$ cat src/rtl/seg_scan_pkg.sv
// Shared constants and helpers for the 4-digit scanned 7-segment driver.
package seg_scan_pkg;
  localparam int NUM_DIGITS = 4;
  localparam int SEG_W      = 7;

  // Lit-high digit patterns, bit0=a .. bit6=g
  localparam logic [SEG_W-1:0] SEG_BLANK = 7'h00;
  localparam logic [SEG_W-1:0] SEG_0     = 7'h3F;
  localparam logic [SEG_W-1:0] SEG_1     = 7'h06;
  localparam logic [SEG_W-1:0] SEG_2     = 7'h5B;
  localparam logic [SEG_W-1:0] SEG_3     = 7'h4F;
  localparam logic [SEG_W-1:0] SEG_4     = 7'h66;
  localparam logic [SEG_W-1:0] SEG_5     = 7'h6D;
  localparam logic [SEG_W-1:0] SEG_6     = 7'h7D;
  localparam logic [SEG_W-1:0] SEG_7     = 7'h07;
  localparam logic [SEG_W-1:0] SEG_8     = 7'h7F;
  localparam logic [SEG_W-1:0] SEG_9     = 7'h6F;

  // Idle (all off) levels on the active-low pins
  localparam logic [NUM_DIGITS-1:0] AN_OFF  = 4'hF;
  localparam logic [SEG_W-1:0]      SEG_OFF = 7'h7F;

  typedef enum logic {PH_BLANK, PH_DRIVE} phase_t;

  // One-hot-low anode enable for the selected digit
  function automatic logic [NUM_DIGITS-1:0] an_drive(input logic [1:0] d);
    return ~(NUM_DIGITS'(1) << d);
  endfunction

  // Lit-high pattern to active-low cathodes
  function automatic logic [SEG_W-1:0] seg_drive(input logic [SEG_W-1:0] p);
    return ~p;
  endfunction
endpackage

$ cat src/rtl/seg_slot_timer.sv
// Slot timer: slot_cnt 0..SLOT_CYC-1, digit index 0..3, frame boundary flag.
module seg_slot_timer #(
  parameter int SLOT_CYC = 4,
  parameter int CW       = 2
) (
  input  logic          clk,
  input  logic          rst,
  output logic [CW-1:0] slot_cnt,
  output logic [1:0]    digit,
  output logic          boundary
);
  localparam logic [CW-1:0] LAST = CW'(SLOT_CYC - 1);

  logic wrap;
  assign wrap     = (slot_cnt == LAST);
  assign boundary = wrap && (digit == 2'd3);

  // Advance slot counter; step digit at each slot wrap
  always_ff @(posedge clk or posedge rst) begin
    if (rst) begin
      slot_cnt <= '0;
      digit    <= 2'd0;
    end else if (wrap) begin
      slot_cnt <= '0;
      digit    <= digit + 2'd1;
    end else begin
      slot_cnt <= slot_cnt + 1'b1;
    end
  end
endmodule

$ cat src/rtl/seg_scan_driver.sv
// Time-multiplexed 4-digit common-anode 7-segment driver.
// New patterns are staged in a shadow register and committed only at the
// frame boundary so a frame never shows a mix of old and new digits.
// Optional macro SEG_SCAN_DIM_EN adds dim_level and a 4-bit PWM gate.
module seg_scan_driver
  import seg_scan_pkg::*;
#(
  parameter int CLK_HZ     = 100_000_000,
  parameter int REFRESH_HZ = 1000,
  parameter int BLANK_CYC  = 1000
) (
  input  logic                        clk,
  input  logic                        rst,
  input  logic                        load,
  input  logic [NUM_DIGITS*SEG_W-1:0] seg_in,
`ifdef SEG_SCAN_DIM_EN
  input  logic [3:0]                  dim_level,
`endif
  output logic [NUM_DIGITS-1:0]       an,
  output logic [SEG_W-1:0]            seg,
  output logic                        frame_done
);
  localparam int SLOT_CYC = CLK_HZ / (REFRESH_HZ * NUM_DIGITS);
  localparam int CW       = (SLOT_CYC > 2) ? $clog2(SLOT_CYC) : 1;
  localparam logic [CW-1:0] BLANK_C = CW'(BLANK_CYC);

  logic [CW-1:0] slot_cnt;
  logic [1:0]    digit;
  logic          boundary;

  logic [NUM_DIGITS-1:0][SEG_W-1:0] shadow, active;
  logic                             pending;

  phase_t                phase;
  logic [NUM_DIGITS-1:0] next_an;
  logic [SEG_W-1:0]      next_seg;

  seg_slot_timer #(.SLOT_CYC(SLOT_CYC), .CW(CW)) u_timer (
    .clk      (clk),
    .rst      (rst),
    .slot_cnt (slot_cnt),
    .digit    (digit),
    .boundary (boundary)
  );

  assign frame_done = boundary;

`ifdef SEG_SCAN_DIM_EN
  logic [3:0] pwm_cnt;

  // Free-running brightness PWM phase
  always_ff @(posedge clk or posedge rst) begin
    if (rst) pwm_cnt <= 4'd0;
    else     pwm_cnt <= pwm_cnt + 4'd1;
  end
`endif

  // Stage loads in shadow; commit at frame boundary (a same-cycle load wins)
  always_ff @(posedge clk or posedge rst) begin
    if (rst) begin
      shadow  <= '0;
      active  <= '0;
      pending <= 1'b0;
    end else begin
      if (load) shadow <= seg_in;
      if (boundary) begin
        active  <= load ? seg_in : (pending ? shadow : active);
        pending <= 1'b0;
      end else if (load) begin
        pending <= 1'b1;
      end
    end
  end

  // Slot phase decode: leading BLANK_CYC cycles dark to kill ghosting
  always_comb begin
    phase    = (slot_cnt < BLANK_C) ? PH_BLANK : PH_DRIVE;
`ifdef SEG_SCAN_DIM_EN
    if (pwm_cnt >= dim_level) phase = PH_BLANK;
`endif
    next_an  = AN_OFF;
    next_seg = SEG_OFF;
    if (phase == PH_DRIVE) begin
      next_an  = an_drive(digit);
      next_seg = seg_drive(active[digit]);
    end
  end

  // Registered pin drive
  always_ff @(posedge clk or posedge rst) begin
    if (rst) begin
      an  <= AN_OFF;
      seg <= SEG_OFF;
    end else begin
      an  <= next_an;
      seg <= next_seg;
    end
  end
endmodule

$ cat config.mk
export PLATFORM = sky130hd
export DESIGN_NAME = seg_scan_driver
export DESIGN_NICKNAME = d
export VERILOG_FILES = /design/src/rtl/seg_scan_pkg.sv /design/src/rtl/seg_slot_timer.sv /design/src/rtl/seg_scan_driver.sv
export SDC_FILE = /design/constraint.sdc
export NUM_CORES = 1
export LEC_CHECK = 0
export BUFFER_PORTS_ARGS = -buffer_cell sky130_fd_sc_hd__buf_2
export CAP_MARGIN = 0
export CORE_MARGIN = 8
export CORE_UTILIZATION = 41
export CTS_BUF_LIST = sky130_fd_sc_hd__clkbuf_2 sky130_fd_sc_hd__clkbuf_4 sky130_fd_sc_hd__clkbuf_8
export CTS_CLUSTER_DIAMETER = 100
export DETAILED_ROUTE_END_ITERATION = 10
export GPL_TIMING_DRIVEN = 0
export PLACE_DENSITY = 0.57
export SYNTH_ARGS = -nofsm -noshare
export SYNTH_HDL_FRONTEND = slang
export SYNTH_SLANG_ARGS = --single-unit
$ cat constraint.sdc
create_clock -name clk -period 3.65 [get_ports clk]
set_input_delay 0.365 -clock clk [delete_from_list [all_inputs] [get_ports clk]]
set_output_delay 0.365 -clock clk [all_outputs]
set_load 0.01 [all_outputs]
======== Word level (Yosys, flattened, before mapping) ========
Cells that the tools add are included.
storage, ports and cells
  register bits ........................... 85
  latch bits .............................. 0
  bits in writable memories ............... 0
  memory bits (read-only) ................. 0
  input port bits ......................... 31
  output and inout port bits .............. 12
  logic and storage cells ................. 35
  memories ................................ 0
cells by class
  add/subtract/negate cells ............... 2
  $mul .................................... 0
  divide/modulo/power cells ............... 0
  order comparisons ....................... 2
  equality and inequality tests ........... 2
  shifts and indexed selects .............. 1
  multiplexer cells ....................... 9
  bitwise gates (word level) .............. 2
  reduce and logical (&&, ||, !) cells .... 4
operators with widths
  cell                                                                             number
  28-bit two-way mux                                                               2
  15-bit by 1-bit adder with 15-bit output (second input constant)                 1
  15-bit equality test (second input constant)                                     1
  15-bit by 10-bit less-than comparator with 1-bit output (second input constant)  1
  15-bit two-way mux                                                               1
  7-bit binary-select mux with 2-bit select                                        1
  7-bit two-way mux                                                                2
  7-bit NOT                                                                        1
  4-bit two-way mux                                                                1
  4-bit NOT                                                                        1
  2-bit nonzero test                                                               2
  1-bit by 2-bit left shift with 4-bit output (first input constant)               1
  2-bit by 3-bit less-than comparator with 1-bit output (second input constant)    1
  2-bit by 1-bit adder with 2-bit output (second input constant)                   1
  2-bit equality test (second input constant)                                      1
  1-bit two-way mux                                                                2
  2-bit AND reduction                                                              1
  1-bit logical AND                                                                1

======== Logic depth before layout (Yosys ltp) ========
Gate-level depths: netlist of run 1.
  depth in word-level cells ............... 4
  depth in mapped cells ................... 7
  mapped depth without buffers ............ 5

======== Cells and area by module ========
Synthesis of run 1 repeated with hierarchy kept, for this count alone.
unflattened totals
  cell total of the unflattened synthesis .. 234
  area total of the unflattened synthesis .. 3547.2 um^2
modules (own cells, without submodules)
  module           instances  cells an instance  area an instance (um^2)  sequential area each (um^2)
  seg_scan_driver  1          164                2728.9                   1715.4
  seg_slot_timer   1          70                 818.3                    425.4

======== Worst setup path after synthesis of run 1 ========
No wires, ideal clock.
  path type ............................... reg-to-reg
  from .................................... reg u_timer.slot_cnt[0]
  to ...................................... reg active[13] in the netlist's numbering
  library setup time ...................... 0.125 ns
  arrival time ............................ 1.955 ns
  required time ........................... 3.525 ns
  setup slack ............................. 1.570 ns
  stages on the path, launching flop included .. 8
  path buffers ............................ 2
  period minus slack after synthesis ...... 2.080 ns
  cells stage by stage .................... dfrtp_1 > ha_1 > and4_1 > nand4_4 > or3b_1 > buf_6 > buf_12 > mux2_4
on the way
  cells in the longest elaborated chain, start to end .. 3
RTL lines
  element                        line                   source
  start: declaration             seg_slot_timer.sv:8    output logic [CW-1:0] slot_cnt,
  start signal: assignment       seg_slot_timer.sv:27   slot_cnt <= slot_cnt + 1'b1;
  15-bit equality test           seg_slot_timer.sv:15   assign wrap = (slot_cnt == LAST);
  1-bit logical AND              seg_slot_timer.sv:16   assign boundary = wrap && (digit == 2'd3);
  2-bit AND reduction (no line)  --
  end signal: assignment         seg_scan_driver.sv:67  active <= load ? seg_in : (pending ? shadow : active);
  end: declaration               seg_scan_driver.sv:31  logic [NUM_DIGITS-1:0][SEG_W-1:0] shadow, active;
No other way between the ends.
A chain may end at the register's enable or synchronous reset.

======== Final worst setup path of run 1 ========
  from .................................... reg u_timer.slot_cnt[0]
  to ...................................... out frame_done
on the way
  cells in the longest elaborated chain, start to end .. 2
RTL lines
  element               line                   source
  15-bit equality test  seg_slot_timer.sv:15
  1-bit logical AND     seg_slot_timer.sv:16
  end: declaration      seg_scan_driver.sv:21  output logic frame_done
No other way between the ends.

==> run_results.csv, run 1 <==
group,metric,value,unit
outcome,outcome,"completed",
clocking,cts_buffers,9,
pwr,ir_drop,0.190,mV
detailed_routing,routedWlPerCell,16.6,um
placement,routabilityCongestion,0.750,
detailed_routing,vias_per_cell,4.96,
pwr,p_switching,435,uW
yosys,ys_ff_latch,85,
detailed_routing,vias,2029,
detailed_routing,drtPass1Iterations,4,
detailed_routing,ant_nets,0,
min_path,whs_path_depth,2,
yosys,yosysTopAreaCell,"dfrtp_1",
die,dieArea,12100,um2
sta,timing.fmax,0.407,GHz
setup_path,arrival,2.09,ns
clocking,cts-root-buf,"clkbuf_8",
global_routing,antenna_found_initial,0,
setup_path,crit_required,3.28,ns
clocking,clk_pin_slew,0.10,ns
min_path,whs_endpoint,"shadow[1]",
yosys,async_reset_ff_frac,1.00,
min_path,worstHoldStart,"seg_in[1]",
global_routing,grt_max_degree,64,
clocking,cts.sinks,85,
clocking,clk_latency,0.37,ns
setup_path,rr_startpoint,"u_timer.slot_cnt[0]",
global_routing,grt_overflow,0,
global_routing,grt_pass1_wl,11300,um
finish,area_growth,15.8,%
placement,io_buffers,42,
pwr,switching_share,0.253,
placement,post-dp-hpwl,4460,um
finish,postLayoutCellArea,4200,um2
setup_path,crit_path_max_fanout,7,
pwr,clkPwrFrac,0.376,
pwr,power_leakage,1.95,nW
sta,slew_headroom,0.485,
pwr,power_frac_seq,0.570,
sta,finalSetupViolations,0,
sta,finClkSkew,0.0169,ns
clocking,cts_tree,"done",
pwr,p_comb_frac,0.053,
detailed_routing,drt-total-wl,6790,um
yosys,ys_types,35,
pwr,powerDensity,409,nW/um2
finish,post-route-util,0.486,
finish,nFillCells,802,
detailed_routing,drc,0,
clocking,post_cts_buffers,0,
die,start_util,0.420,
yosys,yosysTopAreaCellShare,0.511,
clocking,cts_max_path_buffers,2,
yosys,ys.flop_type,"dfrtp_1",
die,coreArea,8640,um2
clocking,cts.repair.resized,0,
setup_path,critPathKind,"register to output pin",
yosys,synth_edf_count,0,
finish,drive_above_1_share,0.475,
die,io_pins,43,
sta,worstMarginPinSlew,0.772,ns
finish,fin_nets,332,
finish,diodes,0,
setup_path,regToRegEndpoint,"active[5]",
setup_path,crit_path_end_kind,"output pin",
setup_path,reg2reg_slack,1.37,ns
yosys,netlist_instances,241,
global_routing,grt_pass1_vias,2153,
sta,min_period,2.46,ns
sta,finalSetupTns,0,ns
run,drv_cap,0,
pwr,p_int,1.28,mW
die,dieHeight,110,um
placement,placed_cell_area,4000,um2
yosys,ys_warn_count,0,
min_path,hold_class,"primary input to register",
setup_path,reg2regPathDepth,7,
sta,period_share,0.674,
clocking,postCtsHoldBufs,1,
yosys,synth_seq_area_share,0.591,
sta,slew_viol_final,0,
sta,rsz0062_at_grt,"no",
global_routing,grt_usage,0.124,
detailed_routing,drt-initial-drc-count,59,
yosys,syn_nets,277,
die,die_x,110,um
yosys,syn-mean-instance-area,15.0,um2
setup_path,cp-start-kind,"register",
sta,hold_viol_final,0,
die,rows,34,
clocking,htreeDepth,3,
yosys,synthTopCellsByArea,"dfrtp_1 (51%), mux2_2 (11%), mux2_4 (8.3%), dfstp_2 (8.0%), mux4_2 (4.4%)",
yosys,syn_area,3620,um2
-- flip-flops by register name, indices dropped and copies added, names as in the netlist --
signal and count:
shadow 28, u_timer.digit 2, an 4, active 28
seg 7, pending 1, u_timer.slot_cnt 15
-- worst max-delay path by stage --
stage | depth (start not counted) | startpoint | endpoint | slack [ns]
final | 6 | u_timer.slot_cnt[0] | frame_done | 1.19
after detailed placement | 5 | load | active[19] | 1.21
after global placement | 2 | rst | shadow[19] | 0.05
after CTS | 6 | u_timer.slot_cnt[0] | frame_done | 1.18
after global routing | 6 | u_timer.slot_cnt[0] | frame_done | 1.07
after floorplan | 1 | rst | active[0] | 1.11
-- cells in the final DEF (no fill, tap or decap), drive strengths merged, types with 3 or more instances in the layout --
master / instances
nand4: 4
ha: 5
clkbuf: 13
nand3: 8
nand2: 15
mux2: 57
dfrtp: 74
xnor2: 6
nor2: 12
buf: 49
nor3: 3
xor2: 6
inv: 11
mux4: 7
dfstp: 11
-- cell families after synthesis --
kind of cell | share of synthesized area
flip-flops | 0.591
buffers and inverters | 0.0269
multiplexers | 0.241
AND/OR/NAND/NOR | 0.0839
AO/OA/AOI/OAI | 0.0107
XOR/XNOR | 0.0290
adder cells (fa/ha/maj) | 0.0173
-- synth_stat cells, types with 2 or more instances --
master and n:
inv_1 5, nor3_1 2, nand4_1 3, mux2_4 20, buf_1 2, xnor2_1 6
clkbuf_1 4, dfstp_2 11, ha_1 5, nor4_1 2, mux4_2 7, nor2_1 12
a21oi_1 2, buf_12 2, xor2_1 6, and4_1 2, nand3_1 8, and2_1 2
dfrtp_1 74, nand2_1 15, mux2_2 37
-- layer usage --
| metal | GRT usage | vias up | wire length, um |
|---|---|---|---|
| li1 | - | 958 | - |
| met1 | 0.172 | 1010 | 3210 |
| met2 | 0.175 | 54 | 3010 |
| met3 | 0.0378 | 7 | 480 |
| met4 | 0.0521 | 0 | 90 |
| met5 | 0 | - | 0 |
-- cell type report --
class                           instances  area (um2)  share of cell area
Sequential cell                        85        2140               0.510
Multi-Input combinational cell        141        1390               0.330
Clock inverter                          7        62.6              0.0149
Buffer                                 10        78.8              0.0188
Clock buffer                            9         124              0.0295
Timing Repair Buffer                   44         248              0.0591
Inverter                                5        21.3             0.00507
Tap cell                              108         135              0.0322
-- through the flow --
stage                     std cells  hold WS (ns)  total power [mW]  setup WS [ns]
final                           409         0.243              1.72           1.19
after global routing            409         0.225              1.80           1.07
after CTS                       409         0.233              1.75           1.18
after detailed placement        392         0.349              1.09           1.21
after global placement          391         0.481              1.08         0.0467
after floorplan                 241         0.469              1.05           1.11
-- power groups by stage --
stage | sequential, mW | clock, mW | combinational [mW]
3_3_place_gp | 0.997 | 0 | 0.0881
6_report | 0.979 | 0.646 | 0.0914
2_1_floorplan | 0.995 | 0 | 0.0579
5_1_grt | 0.983 | 0.713 | 0.103
3_5_place_dp | 0.998 | 0 | 0.0940
4_1_cts | 0.980 | 0.671 | 0.0950
-- worst max-delay path, cell delays in order, from the launching register on --
cell     delay [ns]
dfrtp_1        0.41
ha_1           0.30
and4_1         0.22
nand2_1        0.05
nor2_1         0.42
and2_1         0.20
buf_2          0.13
Note: power is estimated with default switching activity, not from simulation.
==> run 2, diff against run 1 <==
--- a/config.mk
+++ b/config.mk
@@ -5,6 +5,7 @@
 export SDC_FILE = /design/constraint.sdc
 export NUM_CORES = 1
 export LEC_CHECK = 0
+export ABC_AREA = 1
 export BUFFER_PORTS_ARGS = -buffer_cell sky130_fd_sc_hd__buf_2
 export CAP_MARGIN = 0
 export CORE_MARGIN = 8
@@ -13,7 +14,7 @@
 export CTS_CLUSTER_DIAMETER = 100
 export DETAILED_ROUTE_END_ITERATION = 10
 export GPL_TIMING_DRIVEN = 0
-export PLACE_DENSITY = 0.57
+export PLACE_DENSITY = 0.56
 export SYNTH_ARGS = -nofsm -noshare
 export SYNTH_HDL_FRONTEND = slang
 export SYNTH_SLANG_ARGS = --single-unit
==> constraint.sdc (replaced) <==
create_clock -name clk -period 2.3 [get_ports clk]
set_input_delay 0.23 -clock clk [delete_from_list [all_inputs] [get_ports clk]]
set_output_delay 0.23 -clock clk [all_outputs]
set_load 0.01 [all_outputs]
==> run_results.csv, run 2 <==
group,metric,value,unit
finish,nFillCells,908,
yosys,synth_commonest_cells,"nand2_1 (178), dfrtp_1 (74), nor2_1 (41)",
pwr,ir_drop,0.324,mV
sta,worstMarginPinSlew,0.563,ns
setup_path,crit_required,2.07,ns
min_path,worstHoldStart,"seg_in[24]",
min_path,hold_class,"primary input to register",
detailed_routing,drt-initial-drc-count,137,
yosys,ys_types,27,
pwr,p_int,2.22,mW
pwr,switching_share,0.237,
setup_path,startpoint,"u_timer.digit[1]",
finish,diodes,0,
pwr,p_comb_frac,0.049,
die,coreArea,9110,um2
sta,slew_viol_final,0,
sta,min_period,2.13,ns
pwr,clkPwrFrac,0.418,
setup_path,crit_path_end_kind,"output pin",
clocking,post_cts_buffers,0,
die,rows,35,
yosys,syn_nets,476,
die,die_x,112,um
detailed_routing,vias,2962,
clocking,cts_buffers,9,
pwr,power_frac_seq,0.533,
yosys,synth_seq_area_share,0.564,
setup_path,crit_path_max_fanout,10,
finish,layout_commonest_cell,"nand2_1",
yosys,synthTopCellsByArea,"dfrtp_1 (49%), nand2_1 (18%), dfstp_2 (7.6%), nand4_1 (5.1%), nor2_1 (4.1%)",
finish,area_growth,16.7,%
global_routing,antenna_found_initial,0,
die,dieArea,12600,um2
run,drv_cap,0,
sta,rsz0062_at_grt,"no",
setup_path,arrival,1.90,ns
setup_path,cp-start-kind,"register",
die,io_pins,43,
sta,finalSetupTns,0,ns
sta,finalSetupViolations,0,
sta,hold_viol_final,0,
clocking,cts-root-buf,"clkbuf_8",
yosys,synth.most_common_cell,"nand2_1",
global_routing,grt_max_degree,33,
sta,period_share,0.927,
global_routing,grt_pass1_vias,3021,
yosys,yosysTopAreaCell,"dfrtp_1",
setup_path,rr_startpoint,"u_timer.slot_cnt[0]",
clocking,clk_pin_slew,0.10,ns
global_routing,grt_pass1_wl,15000,um
global_routing,grt_usage,0.148,
detailed_routing,vias_per_cell,4.84,
detailed_routing,routedWlPerCell,14.2,um
yosys,synth_edf_count,0,
pwr,power_leakage,2.37,nW
outcome,outcome,"completed",
yosys,netlist_instances,440,
finish,instances_no_fill,612,
die,dieHeight,112,um
finish,drive_above_1_share,0.212,
detailed_routing,ant_nets,0,
global_routing,grt_overflow,0,
clocking,cts_max_path_buffers,2,
die,start_util,0.417,
sta,finClkSkew,0.0115,ns
yosys,syn-mean-instance-area,8.62,um2
pwr,powerDensity,656,nW/um2
detailed_routing,drt-total-wl,8710,um
yosys,ys_warn_count,0,
pwr,p_switching,688,uW
clocking,clk_latency,0.36,ns
yosys,ys_ff_latch,85,
finish,final_cell_mix,"nand2_1 (178), dfrtp_1 (72), buf_2 (53)",
finish,fin_nets,532,
yosys,async_reset_ff_frac,1.00,
detailed_routing,drc,0,
placement,placed_cells,595,
detailed_routing,drtPass1Iterations,4,
placement,post-dp-hpwl,6590,um
placement,routabilityCongestion,0.787,
clocking,htreeDepth,3,
clocking,cts.sinks,85,
sta,slew_headroom,0.623,
placement,io_buffers,42,
sta,timing.fmax,0.469,GHz
yosys,syn_area,3790,um2
finish,reg_top3,"active: 28 flops, shadow: 28 flops, u_timer.slot_cnt: 15 flops",
yosys,yosysTopAreaCellShare,0.488,
clocking,cts_tree,"done",
setup_path,critPathKind,"register to output pin",
yosys,ys.flop_type,"dfrtp_1",
-- run 2: cell count changes in the layout (fill, tap and decap cells not counted), sizes merged, moves of 6 or more --
cell,previous run,this run
buf,49,62
inv,11,28
mux2,57,0
mux4,7,0
nand2,15,181
nand4,4,32
nor2,12,45
o21ai,1,16
o22ai,0,7
xnor2,6,0
-- run 2: cells by family after synthesis --
| family | Yosys count | share of synthesized area |
|---|---|---|
| AO/OA/AOI/OAI | 25 | 0.0356 |
| AND/OR/NAND/NOR | 273 | 0.310 |
| buffers and inverters | 46 | 0.0600 |
| flip-flops | 85 | 0.564 |
| adder cells (fa/ha/maj) | 5 | 0.0165 |
| XOR/XNOR | 6 | 0.0138 |
-- run 2: per-stage QoR --
step	power, mW	util	hold slack, ns	area [um2]	setup slack [ns]
5_1_grt	3.03	0.486	0.0887	4430	0.0279
3_3_place_gp	1.71	0.455	0.444	4150	0.457
6_report	2.90	0.486	0.0927	4430	0.168
4_1_cts	2.94	0.486	0.0832	4430	0.0453
3_5_place_dp	1.72	0.460	0.301	4190	0.449
2_1_floorplan	1.66	-	0.362	3800	0.824
-- run 2: final cells by class --
cell class / instances / area [um2] / area share
clock buffers: 9 / 124 / 0.0280
multi-input cells: 309 / 1430 / 0.322
repair buffers: 45 / 260 / 0.0587
plain buffers: 19 / 126 / 0.0285
inverters: 27 / 105 / 0.0237
well taps: 111 / 139 / 0.0313
flip-flops and latches: 85 / 2140 / 0.484
clock inverters: 7 / 106 / 0.0240
-- run 2: routing by layer --
metal / share of wire / global-route usage / vias to the layer above
li1: - / - / 1520
met1: 0.50 / 0.199 / 1370
met2: 0.44 / 0.222 / 65
met3: 0.052 / 0.0478 / 7
met4: 0.0099 / 0.0432 / 0
met5: 0 / 0 / -
-- run 2: critical path, stage by stage, from the launching register on --
cell	delay, ns
dfrtp_2	0.48
ha_1	0.30
buf_2	0.24
inv_1	0.10
nor3_1	0.25
buf_2	0.18
-- run 2: path summary, 6_finish.rpt --
kind                                        end  slack [ns]  depth (start not counted)
setup / recovery                     frame_done        0.17                          5
hold / removal                       shadow[24]        0.09                          3
setup reg to reg                      active[3]        0.66                          9
hold reg to reg                      active[12]        0.47                          2
max in group asynchronous   u_timer.slot_cnt[4]        1.10                          5
min in group asynchronous  u_timer.slot_cnt[12]        0.45                          3
-- run 2: repair_timing --
action	4_1_cts	5_1_grt
hold buffers	1	0
resized for setup	0	2
endpoints found under the hold margin	13	0
endpoints found under the setup margin	0	1
-- run 2: power groups by stage --
| stage | sequential, mW | clock [mW] | combinational (mW) |
|---|---|---|---|
| finish | 1.55 | 1.21 | 0.142 |
| global placement | 1.58 | 0 | 0.134 |
| floorplan | 1.57 | 0 | 0.0808 |
| CTS | 1.55 | 1.24 | 0.147 |
| detailed placement | 1.58 | 0 | 0.145 |
| global route | 1.55 | 1.31 | 0.167 |
==> run 3, diff against run 2 <==
--- a/config.mk
+++ b/config.mk
@@ -17,4 +17,5 @@
 export PLACE_DENSITY = 0.56
 export SYNTH_ARGS = -nofsm -noshare
 export SYNTH_HDL_FRONTEND = slang
+export SYNTH_HIERARCHICAL = 1
 export SYNTH_SLANG_ARGS = --single-unit
==> run_results.csv, run 3 <==
group,metric,value,unit
global_routing,grt_use_met2,0.206,
yosys,syn-mean-instance-area,7.75,um2
yosys,yosysTopAreaCell,"dfrtp_1",
clocking,cts_max_path_buffers,2,
yosys,netlist_instances,505,
setup_path,crit_required,2.07,ns
global_routing,grt_usage,0.142,
setup_path,cp-start-kind,"register",
die,io_pins,43,
die,die_x,114,um
run,drv_cap,0,
yosys,syn_area,3920,um2
yosys,ys_ff_latch,85,
sta,min_period,2.05,ns
yosys,yosysTopAreaCellShare,0.473,
sta,rsz0062_at_grt,"no",
die,start_util,0.424,
clocking,cts_buffers,9,
die,rows,35,
placement,routabilityCongestion,0.833,
setup_path,reg2reg_slack,0.26,ns
yosys,synth_commonest_cells,"nand2_1 (287), dfrtp_1 (74), nor2_1 (47)",
sta,slew_headroom,0.446,
setup_path,crit_path_max_fanout,6,
outcome,violations,"hold timing",
setup_path,rr_startpoint,"u_timer/slot_cnt[0]",
pwr,powerDensity,615,nW/um2
global_routing,grt_pass1_vias,3131,
min_path,hold_class,"primary input to async pin",
detailed_routing,drt-initial-drc-count,130,
placement,io_buffers,42,
sta,timing.fmax,0.487,GHz
yosys,ys_types,23,
finish,fin_nets,591,
sta,slew_viol_final,0,
sta,worstMarginPinSlew,0.831,ns
placement,post-dp-hpwl,6050,um
detailed_routing,ant_nets,0,
finish,area_growth,14.9,%
global_routing,grt-busiest-layer,"met2",
yosys,async_reset_ff_frac,1.00,
pwr,ir_drop,0.402,mV
finish,reg_top3,"active: 28 flops, shadow: 28 flops, u_timer/slot_cnt: 15 flops",
clocking,cts.sinks,85,
die,dieArea,12900,um2
setup_path,regToRegEndpoint,"active[10]",
sta,finalSetupViolations,0,
finish,nFillCells,954,
sta,finClkSkew,0.0146,ns
detailed_routing,drc,0,
die,coreArea,9240,um2
clocking,post_cts_buffers,0,
yosys,synth.most_common_cell,"nand2_1",
setup_path,crit_path_end_kind,"output pin",
global_routing,grt_max_degree,69,
detailed_routing,routedWlPerCell,12.3,um
setup_path,reg2regPathDepth,10,
clocking,clk_pin_slew,0.09,ns
setup_path,critPathKind,"register to output pin",
sta,period_share,0.893,
detailed_routing,drtPass1Iterations,5,
yosys,synthTopCellsByArea,"dfrtp_1 (47%), nand2_1 (28%), dfstp_2 (7.4%), nor2_1 (4.5%), inv_1 (2.6%)",
global_routing,grt_overflow,0,
yosys,synth_edf_count,0,
clocking,htreeDepth,3,
setup_path,arrival,1.82,ns
yosys,ys_warn_count,6,
sta,hold_viol_final,8,
yosys,ys.flop_type,"dfrtp_1",
finish,postLayoutCellArea,4500,um2
finish,post-route-util,0.487,
clocking,cts-root-buf,"clkbuf_8",
finish,diodes,0,
global_routing,grtUsageMet3,0.0333,
clocking,cts_tree,"done",
finish,final_cell_mix,"nand2_1 (287), dfrtp_1 (73), buf_2 (48)",
detailed_routing,drt-total-wl,8490,um
detailed_routing,vias,3106,
finish,drive_above_1_share,0.192,
global_routing,antenna_found_initial,0,
yosys,synth_seq_area_share,0.547,
die,dieHeight,114,um
clocking,clk_latency,0.35,ns
yosys,syn_nets,538,
placement,placed_cell_area,4290,um2
global_routing,use_met1,0.205,
outcome,outcome,"finished, violations left",
pwr,power_leakage,2.44,nW
detailed_routing,vias_per_cell,4.49,
finish,layout_commonest_cell,"nand2_1",
global_routing,grt_pass1_wl,15000,um
sta,timing.hold.ws,-0.00597,ns
==> run 3: logic make-up (layout without fill, tap and decap cells) <==
logic type               after synthesis  in the layout  share of synthesized area
AND/OR/NAND/NOR                      362            362                      0.367
flip-flops                            85             85                      0.547
buffers and inverters                 48            106                     0.0623
AO/OA/AOI/OAI                          4              4                    0.00831
XOR/XNOR                               4              4                    0.00894
adder cells (fa/ha/maj)                2              2                    0.00639
==> run 3: per-stage QoR <==
| step | hold WS, ns | power (mW) | setup TNS, ns | instances | setup WS (ns) |
|---|---|---|---|---|---|
| after global routing | 0.0654 | 2.90 | 0 | 692 | 0.00256 |
| after global placement | 0.382 | 1.71 | -28.36 | 676 | -0.501 |
| final | -0.00597 | 2.77 | 0 | 692 | 0.246 |
| after floorplan | 0.156 | 1.66 | 0 | 505 | 0.377 |
| after detailed placement | 0.399 | 1.72 | 0 | 676 | 0.123 |
| after CTS | 0.0201 | 2.80 | 0 | 692 | 0.0777 |
==> run 3: timing repair <==
item                       4_1_cts  5_1_grt
setup endpoints to repair        0       21
hold buffers                     0        0
resized for setup                0        3
==> run 3: worst max-delay path by stage <==
stage	start	depth (start not counted)	slack [ns]	end
2_1_floorplan	rst	1	0.38	active[0]
3_3_place_gp	rst	2	-0.50	shadow[21]
3_5_place_dp	u_timer/slot_cnt[0]	10	0.12	active[17]
4_1_cts	u_timer/slot_cnt[0]	6	0.08	frame_done
5_1_grt	u_timer/slot_cnt[0]	10	0.003	active[10]
6_report	u_timer/slot_cnt[0]	6	0.25	frame_done
==> run 3: where the power goes <==
part | switching [mW] | total [mW] | internal (mW) | leakage (nW)
combinational | 0.0901 | 0.136 | 0.0458 | 1.26
clock | 0.560 | 1.09 | 0.526 | 0.101
sequential | 0.0109 | 1.55 | 1.54 | 1.08
==> run 3: critical path, stage by stage, from the launching register on <==
cell     delay, ns
dfrtp_1       0.45
ha_2          0.28
nand2_2       0.10
nor2_1        0.11
nand2_1       0.14
nor2_2        0.23
buf_2         0.18
==> run 3: metal layers <==
metal  vias to the layer above  share of wire
met5                         -              0
met4                         0          0.012
met3                         8          0.049
li1                       1623              -
met2                        58           0.41
met1                      1417           0.53
==> run 3: cell type report <==
class,instances,area (um2),area share
Buffer,16,124,0.0275
Clock buffer,10,131,0.0292
Clock inverter,6,72.6,0.0161
Inverter,32,123,0.0272
Multi-Input combinational cell,372,1540,0.341
Sequential cell,85,2140,0.476
Tap cell,129,161,0.0359
Timing Repair Buffer,42,210,0.0467
